`config.mk`:
```
export PLATFORM = sky130hd
export DESIGN_NAME = ntt_bank_arbiter_flat
export DESIGN_NICKNAME = d
export VERILOG_FILES = /design/src/rtl/ntt_bank_arbiter_if.sv /design/src/rtl/ntt_bank_arbiter.sv /design/src/flat_wrapper.sv
export SDC_FILE = /design/constraint.sdc
export NUM_CORES = 1
export LEC_CHECK = 0
export CAP_MARGIN = 0
export CELL_PAD_IN_SITES_DETAIL_PLACEMENT = 1
export CELL_PAD_IN_SITES_GLOBAL_PLACEMENT = 1
export CORE_MARGIN = 2
export CORE_UTILIZATION = 26
export DETAILED_ROUTE_END_ITERATION = 8
export PLACE_DENSITY = 0.92
export SETUP_SLACK_MARGIN = 0.2
export SLEW_MARGIN = 20
export SYNTH_ARGS = -nofsm -noshare
export SYNTH_HDL_FRONTEND = slang
export SYNTH_SLANG_ARGS = --single-unit
```
`constraint.sdc`:
```
create_clock -name clk -period 5.9 [get_ports clk]
set_input_delay 0.885 -clock clk [delete_from_list [all_inputs] [get_ports clk]]
set_output_delay 0.885 -clock clk [all_outputs]
set_load 0.03 [all_outputs]
```
`src/rtl/ntt_bank_arbiter_if.sv`:
```
// -----------------------------------------------------------------------------
// ntt_bank_arbiter_if
// Bundles the request/grant/memory signals of the NTT coefficient-bank
// arbiter. clk and rst are not part of the bundle.
//
// Handshake: every requester (host, butterfly read, butterfly write-back)
// raises its *_req with address (and host_we) stable for the cycle; a
// request is accepted in exactly the cycle its *_gnt is high. Grants are
// combinational, at most one is high per cycle, and there is no
// backpressure beyond an absent grant: an ungranted requester simply keeps
// *_req asserted.
//
// Modports
//   master : drives ntt_start/ntt_stop and the three requests, sees grants,
//            mem_*, mode, outstanding, err
//   slave  : the arbiter side (inverse directions)
// -----------------------------------------------------------------------------
interface ntt_bank_arbiter_if #(
   parameter int ADDR_W = 10,
   parameter int OUT_W  = 6
);
   logic              ntt_start;
   logic              ntt_stop;
   logic              host_req;
   logic              host_we;
   logic [ADDR_W-1:0] host_addr;
   logic              rd_req;
   logic [ADDR_W-1:0] rd_addr;
   logic              wb_req;
   logic [ADDR_W-1:0] wb_addr;
   logic              host_gnt;
   logic              rd_gnt;
   logic              wb_gnt;
   logic              mem_en;
   logic              mem_we;
   logic [ADDR_W-1:0] mem_addr;
   logic [1:0]        mode;
   logic [OUT_W-1:0]  outstanding;
   logic              err;

   modport master (
      output ntt_start, ntt_stop,
      output host_req, host_we, host_addr,
      output rd_req, rd_addr,
      output wb_req, wb_addr,
      input  host_gnt, rd_gnt, wb_gnt,
      input  mem_en, mem_we, mem_addr,
      input  mode, outstanding, err
   );

   modport slave (
      input  ntt_start, ntt_stop,
      input  host_req, host_we, host_addr,
      input  rd_req, rd_addr,
      input  wb_req, wb_addr,
      output host_gnt, rd_gnt, wb_gnt,
      output mem_en, mem_we, mem_addr,
      output mode, outstanding, err
   );
endinterface

```
`src/rtl/ntt_bank_arbiter.sv`:
```
// -----------------------------------------------------------------------------
// ntt_bank_arbiter
// Arbitrates one single-port coefficient bank between the host (load/unload)
// and the NTT butterfly datapath (operand reads, result write-backs).
//
// Ports
//   clk  : clock, all state on the rising edge
//   rst  : asynchronous, active-high reset
//   bus  : ntt_bank_arbiter_if.slave
//          ntt_start/ntt_stop  ownership transfer pulses
//          host_*/rd_*/wb_*    requests; *_gnt one-hot-or-zero grants
//          mem_en/we/addr      bank port, copy of the granted requester
//          mode                0 HOST_MODE, 1 NTT_MODE, 2 DRAIN (FSM state)
//          outstanding         reads granted minus write-backs granted
//          err                 sticky protocol error
//
// Optional feature: define NTT_ARB_STARVE_GUARD_EN to add a read-starvation
// guard in NTT_MODE. After STARVE_LIM consecutive cycles of an ungranted
// rd_req, the next cycle gives the slot to the read instead of a write-back.
// Without the macro, write-back always wins and no counter exists.
// -----------------------------------------------------------------------------
module ntt_bank_arbiter #(
   parameter int ADDR_W     = 10,
   parameter int OUT_W      = 6,
   parameter int STARVE_LIM = 8
) (
   input logic               clk,
   input logic               rst,
   ntt_bank_arbiter_if.slave bus
);

   typedef enum logic [1:0] {
      HOST_MODE = 2'd0,
      NTT_MODE  = 2'd1,
      DRAIN     = 2'd2
   } mode_t;

   localparam logic [OUT_W-1:0] OUT_MAX = '1;

   mode_t             mode_q, mode_d;
   logic [OUT_W-1:0]  out_q, out_d;
   logic              err_q, err_d;
   logic              host_gnt, rd_gnt, wb_gnt;
   logic              rd_ok;
   logic              starve_force;
   logic              mem_en, mem_we;
   logic [ADDR_W-1:0] mem_addr;

`ifdef NTT_ARB_STARVE_GUARD_EN
   localparam int SC_W = $clog2(STARVE_LIM + 1);
   localparam logic [SC_W-1:0] LIM = SC_W'(STARVE_LIM);

   logic [SC_W-1:0] starve_q, starve_d;

   assign starve_force = (starve_q == LIM);

   // Counts only consecutive starved NTT_MODE cycles; any break clears it.
   // Holds at LIM if the read still cannot go (outstanding saturated).
   always_comb begin
      starve_d = '0;
      if (mode_q == NTT_MODE && bus.rd_req && !rd_gnt)
         starve_d = (starve_q == LIM) ? LIM : starve_q + 1'b1;
   end

   always_ff @(posedge clk or posedge rst) begin
      if (rst) starve_q <= '0;
      else     starve_q <= starve_d;
   end
`else
   assign starve_force = 1'b0;
`endif

   // Grant selection. Gated by rst so nothing reaches the bank while reset
   // is asserted, even though the grant path is purely combinational.
   always_comb begin
      host_gnt = 1'b0;
      rd_gnt   = 1'b0;
      wb_gnt   = 1'b0;
      rd_ok    = bus.rd_req && (out_q != OUT_MAX);
      if (!rst) begin
         unique case (mode_q)
            HOST_MODE: host_gnt = bus.host_req;
            NTT_MODE: begin
               if (starve_force && rd_ok) rd_gnt = 1'b1;
               else if (bus.wb_req)       wb_gnt = 1'b1;
               else if (rd_ok)            rd_gnt = 1'b1;
            end
            DRAIN:     wb_gnt = bus.wb_req;
            default:   ;
         endcase
      end
   end

   // Bank port follows the granted requester; idle port is all zero.
   always_comb begin
      mem_en   = host_gnt | rd_gnt | wb_gnt;
      mem_we   = 1'b0;
      mem_addr = '0;
      if (host_gnt) begin
         mem_we   = bus.host_we;
         mem_addr = bus.host_addr;
      end else if (rd_gnt) begin
         mem_addr = bus.rd_addr;
      end else if (wb_gnt) begin
         mem_we   = 1'b1;
         mem_addr = bus.wb_addr;
      end
   end

   // Next-state: mode FSM, outstanding counter, sticky error.
   always_comb begin
      mode_d = mode_q;
      out_d  = out_q;
      err_d  = err_q;

      // A write-back with nothing outstanding is a protocol error; the
      // counter holds at zero rather than wrapping.
      if (rd_gnt) begin
         out_d = out_q + 1'b1;
      end else if (wb_gnt) begin
         if (out_q == '0) err_d = 1'b1;
         else             out_d = out_q - 1'b1;
      end

      if (bus.ntt_start && mode_q != HOST_MODE) err_d = 1'b1;

      // ntt_stop is only looked at in NTT_MODE, where it also overrides a
      // simultaneous ntt_start. DRAIN leaves once the registered count
      // is zero, i.e. the cycle after the last write-back lands.
      unique case (mode_q)
         HOST_MODE: if (bus.ntt_start) mode_d = NTT_MODE;
         NTT_MODE:  if (bus.ntt_stop)  mode_d = DRAIN;
         DRAIN:     if (out_q == '0)   mode_d = HOST_MODE;
         default:   mode_d = HOST_MODE;
      endcase
   end

   always_ff @(posedge clk or posedge rst) begin
      if (rst) begin
         mode_q <= HOST_MODE;
         out_q  <= '0;
         err_q  <= 1'b0;
      end else begin
         mode_q <= mode_d;
         out_q  <= out_d;
         err_q  <= err_d;
      end
   end

   assign bus.host_gnt    = host_gnt;
   assign bus.rd_gnt      = rd_gnt;
   assign bus.wb_gnt      = wb_gnt;
   assign bus.mem_en      = mem_en;
   assign bus.mem_we      = mem_we;
   assign bus.mem_addr    = mem_addr;
   assign bus.mode        = mode_q;
   assign bus.outstanding = out_q;
   assign bus.err         = err_q;

endmodule

```
`src/flat_wrapper.sv`:
```
// flat-port wrapper written by rule: the top's interface ports become plain ports
module ntt_bank_arbiter_flat 
#(
   parameter int ADDR_W     = 10,
   parameter int OUT_W      = 6,
   parameter int STARVE_LIM = 8
)
  (clk, rst, bus_ntt_start, bus_ntt_stop, bus_host_req, bus_host_we, bus_host_addr, bus_rd_req, bus_rd_addr, bus_wb_req, bus_wb_addr, bus_host_gnt, bus_rd_gnt, bus_wb_gnt, bus_mem_en, bus_mem_we, bus_mem_addr, bus_mode, bus_outstanding, bus_err);
  ntt_bank_arbiter_if #(.ADDR_W(ADDR_W), .OUT_W(OUT_W)) bus_i ();
  input logic clk;
  input logic rst;
  input wire logic [$bits(bus_i.ntt_start)-1:0] bus_ntt_start;
  input wire logic [$bits(bus_i.ntt_stop)-1:0] bus_ntt_stop;
  input wire logic [$bits(bus_i.host_req)-1:0] bus_host_req;
  input wire logic [$bits(bus_i.host_we)-1:0] bus_host_we;
  input wire logic [$bits(bus_i.host_addr)-1:0] bus_host_addr;
  input wire logic [$bits(bus_i.rd_req)-1:0] bus_rd_req;
  input wire logic [$bits(bus_i.rd_addr)-1:0] bus_rd_addr;
  input wire logic [$bits(bus_i.wb_req)-1:0] bus_wb_req;
  input wire logic [$bits(bus_i.wb_addr)-1:0] bus_wb_addr;
  output wire logic [$bits(bus_i.host_gnt)-1:0] bus_host_gnt;
  output wire logic [$bits(bus_i.rd_gnt)-1:0] bus_rd_gnt;
  output wire logic [$bits(bus_i.wb_gnt)-1:0] bus_wb_gnt;
  output wire logic [$bits(bus_i.mem_en)-1:0] bus_mem_en;
  output wire logic [$bits(bus_i.mem_we)-1:0] bus_mem_we;
  output wire logic [$bits(bus_i.mem_addr)-1:0] bus_mem_addr;
  output wire logic [$bits(bus_i.mode)-1:0] bus_mode;
  output wire logic [$bits(bus_i.outstanding)-1:0] bus_outstanding;
  output wire logic [$bits(bus_i.err)-1:0] bus_err;
  assign bus_i.ntt_start = bus_ntt_start;
  assign bus_i.ntt_stop = bus_ntt_stop;
  assign bus_i.host_req = bus_host_req;
  assign bus_i.host_we = bus_host_we;
  assign bus_i.host_addr = bus_host_addr;
  assign bus_i.rd_req = bus_rd_req;
  assign bus_i.rd_addr = bus_rd_addr;
  assign bus_i.wb_req = bus_wb_req;
  assign bus_i.wb_addr = bus_wb_addr;
  assign bus_host_gnt = bus_i.host_gnt;
  assign bus_rd_gnt = bus_i.rd_gnt;
  assign bus_wb_gnt = bus_i.wb_gnt;
  assign bus_mem_en = bus_i.mem_en;
  assign bus_mem_we = bus_i.mem_we;
  assign bus_mem_addr = bus_i.mem_addr;
  assign bus_mode = bus_i.mode;
  assign bus_outstanding = bus_i.outstanding;
  assign bus_err = bus_i.err;
  ntt_bank_arbiter #(.ADDR_W(ADDR_W), .OUT_W(OUT_W), .STARVE_LIM(STARVE_LIM)) u_core (.clk(clk), .rst(rst), .bus(bus_i));
endmodule
```
==> reports/summary.txt <==
Core ar. - 3340 um2
Fin nets - 213
Total setup buffers inserted after CTS - 0
CTS sink count - 9
Antenna fix cells - 0
Fmax - 228 MHz
Post-synth EDFFs - 0
Crit path launch type - primary input
Hold Violations, Final - 0
IR drop worst, VDD - 0.257 mV
Net Count, Synth - 151
Most common cell in the netlist - nor2_1
Later-pin clock latency in the skew report - 0.27 ns
CTS max path bufs - 2
Fillers - 394
Layout Skew - 0.00692 ns
Synth Area in Simple Gates - 19.6%
RSZ-0062 raised after global routing - no
# placed instances - 207
Total Neg Setup Slack - 0 ns
Die H - 62.8 um
Critical Path AT - 3.50 ns
Fin crit period - 4.39 ns
Die span in x - 62.8 um
CTS tree - built
#FFs+latches synth - 9
CP endpoint kind - primary output
Vias in the first global route - 1,189
Overall power - 0.720 mW
CTS clock-pin slew for the worst setup and hold paths - 0.07 ns
Max-cap violation count - 0
Part of the Yosys area used for sequential elements - 25.1%
Post-Synth Adder-Cell Area - 13.4%
Post-synth ARST share - 100%
Status - completed
Post-DP HPWL - 2860 um
Total track usage - 19.2%
DRC - 0
Initial antenna violation count - 0
Final setup vio count - 0
PortBufs - 61
Top_reg_cell synth - dfrtp_1
Initial core utilization - 26.9%
Post-Synth XOR/XNOR Area - 3.90%
Initial DRT Pass Iterations - 4
Vias - 1,044
CP Class - primary input to primary output
Io pins - 62
Worst Tran Pin Value - 0.497 ns
Rows - 21
Post-layout util - 47.0%
Post-synth top cells - nor2_1, a221oi_1, dfrtp_1
Post-Synthesis Cells - 104
Synth Area in Compound Gates - 24.1%
Slew Limit Fails - 0
CP Max Fanout - 13
H-tree Lvls - 1
Slew HR - 66.8%
Top-area cell type share of the netlist area - 25.1%
Largest family of logic cells by synthesized area - compound AO/OA/AOI/OAI gates
Mean Syn Cell Area - 8.64 um2
CTS buffer count - 3
Via-per-instance ratio - 4.95
Type of the tightest min-delay check - flip-flop to flip-flop
Global-route wire length before repair - 5910 um
Overflow after GRT - 0
P&R area growth vs syn - 74.7%
Post-synth top area cell - dfrtp_1
Layout cells sized above 1 - 9.09%
Post-Route WL - 3500 um
Initial drt markers - 50
Mux cell area share after synthesis - 7.94%
Reported leakage power - 0.654 nW
RD Place Congestion - 0.826
Pwr dens - 459 nW/um2
Die footprint - 3940 um2
Non-Filler Instances - 211
Synth warnings - 0
Distinct cell type count after synthesis - 33
Tcrit/Tclk final - 74.4%
Wire per inst - 16.6 um
Cell Area, Synth - 898 um2
Post_cts resized - 0
Synth area leaders - dfrtp_1, ha_1, a221oi_1, nor2_1, mux2_4
CP required - 5.02 ns
Pin count of the biggest net entering global routing - 14
Cts hold-fix bufs - 0
CTS root buffer - clkbuf_4
Post-DRT Antenna Nets - 0
## final cells by class
| type | count | area, um2 | share of cell area [%] |
|---|---|---|---|
| multi-input combinational | 83 | 619 | 39.5 |
| clock buffer | 4 | 26.3 | 1.67 |
| sequential | 9 | 225 | 14.4 |
| inverter | 8 | 30.0 | 1.91 |
| timing repair buffer | 61 | 611 | 38.9 |
| tap | 46 | 57.6 | 3.67 |
## metal layers
metal	routed length (um)	part of all wire [%]	track usage, %	vias up
li1	-	-	-	502
met4	110	3.1	8.89	0
met2	1940	55	35.1	25
met5	0	0	0	-
met3	121	3.5	3.78	9
met1	1330	38	21.2	508
## registers in the layout (all words and copies together) (netlist names)
signal                  flops
u_core.bus.err              1
u_core.bus.outstanding      6
u_core.bus.mode             2
## stage by stage
stage          area [um2]  setup WS (ns)  hold slack [ns]
2_1_floorplan         898           2.63            0.638
4_1_cts              1570           1.48            0.523
6_report             1570           1.51            0.512
3_3_place_gp         1540           1.73            0.479
5_1_grt              1570           1.24            0.585
3_5_place_dp         1540           1.48            0.508
## where the power goes
group	total (mW)	internal, mW	switching [mW]	leakage, nW
combinational	0.534	0.248	0.286	0.533
sequential	0.136	0.0897	0.0465	0.106
clock	0.0501	0.0262	0.0239	0.0150
total	0.720	0.364	0.356	0.654
## path summary, 6_finish.rpt
path | from | to | slack, ns | depth (start not counted)
setup / recovery | rst | bus_mem_addr[4] | 1.51 | 7
hold / removal | u_core.bus.err$_DFFE_PP0P_ | u_core.bus.err$_DFFE_PP0P_ | 0.51 | 2
setup reg to reg | u_core.bus.mode[1]$_DFFE_PP0P_ | u_core.bus.outstanding[4]$_DFFE_PP0P_ | 3.35 | 9
hold reg to reg | u_core.bus.err$_DFFE_PP0P_ | u_core.bus.err$_DFFE_PP0P_ | 0.51 | 2
max in group asynchronous | rst | u_core.bus.outstanding[1]$_DFFE_PP0P_ | 4.68 | 2
min in group asynchronous | rst | u_core.bus.mode[0]$_DFFE_PP0P_ | 0.94 | 2
## worst max-delay path, stage by stage
cell and delay (ns):
clkdlybuf4s50_1 0.43, inv_1 0.31, nand3_1 0.43, inv_1 0.47
a221oi_1 0.09, nor2_1 0.18, clkdlybuf4s50_1 0.70
## cell families (layout without fill, tap and decap cells)
group           count (synthesis)  in the layout
compound gates                 28             28
xor+xnor                        4              4
fa+ha+maj                       9              9
buf+inv                        12             73
flops                           9              9
mux                             5              5
simple gates                   37             37
## placed cells by master, fill, tap and decap left out, types with 4 or more instances in the layout
cell type,count
o21ai_0,4
ha_1,8
inv_1,7
nor2_1,23
mux2_4,4
a221oi_1,10
dfrtp_1,9
clkdlybuf4s50_1,61
No activity file was read; power rests on OpenSTA's default activity.
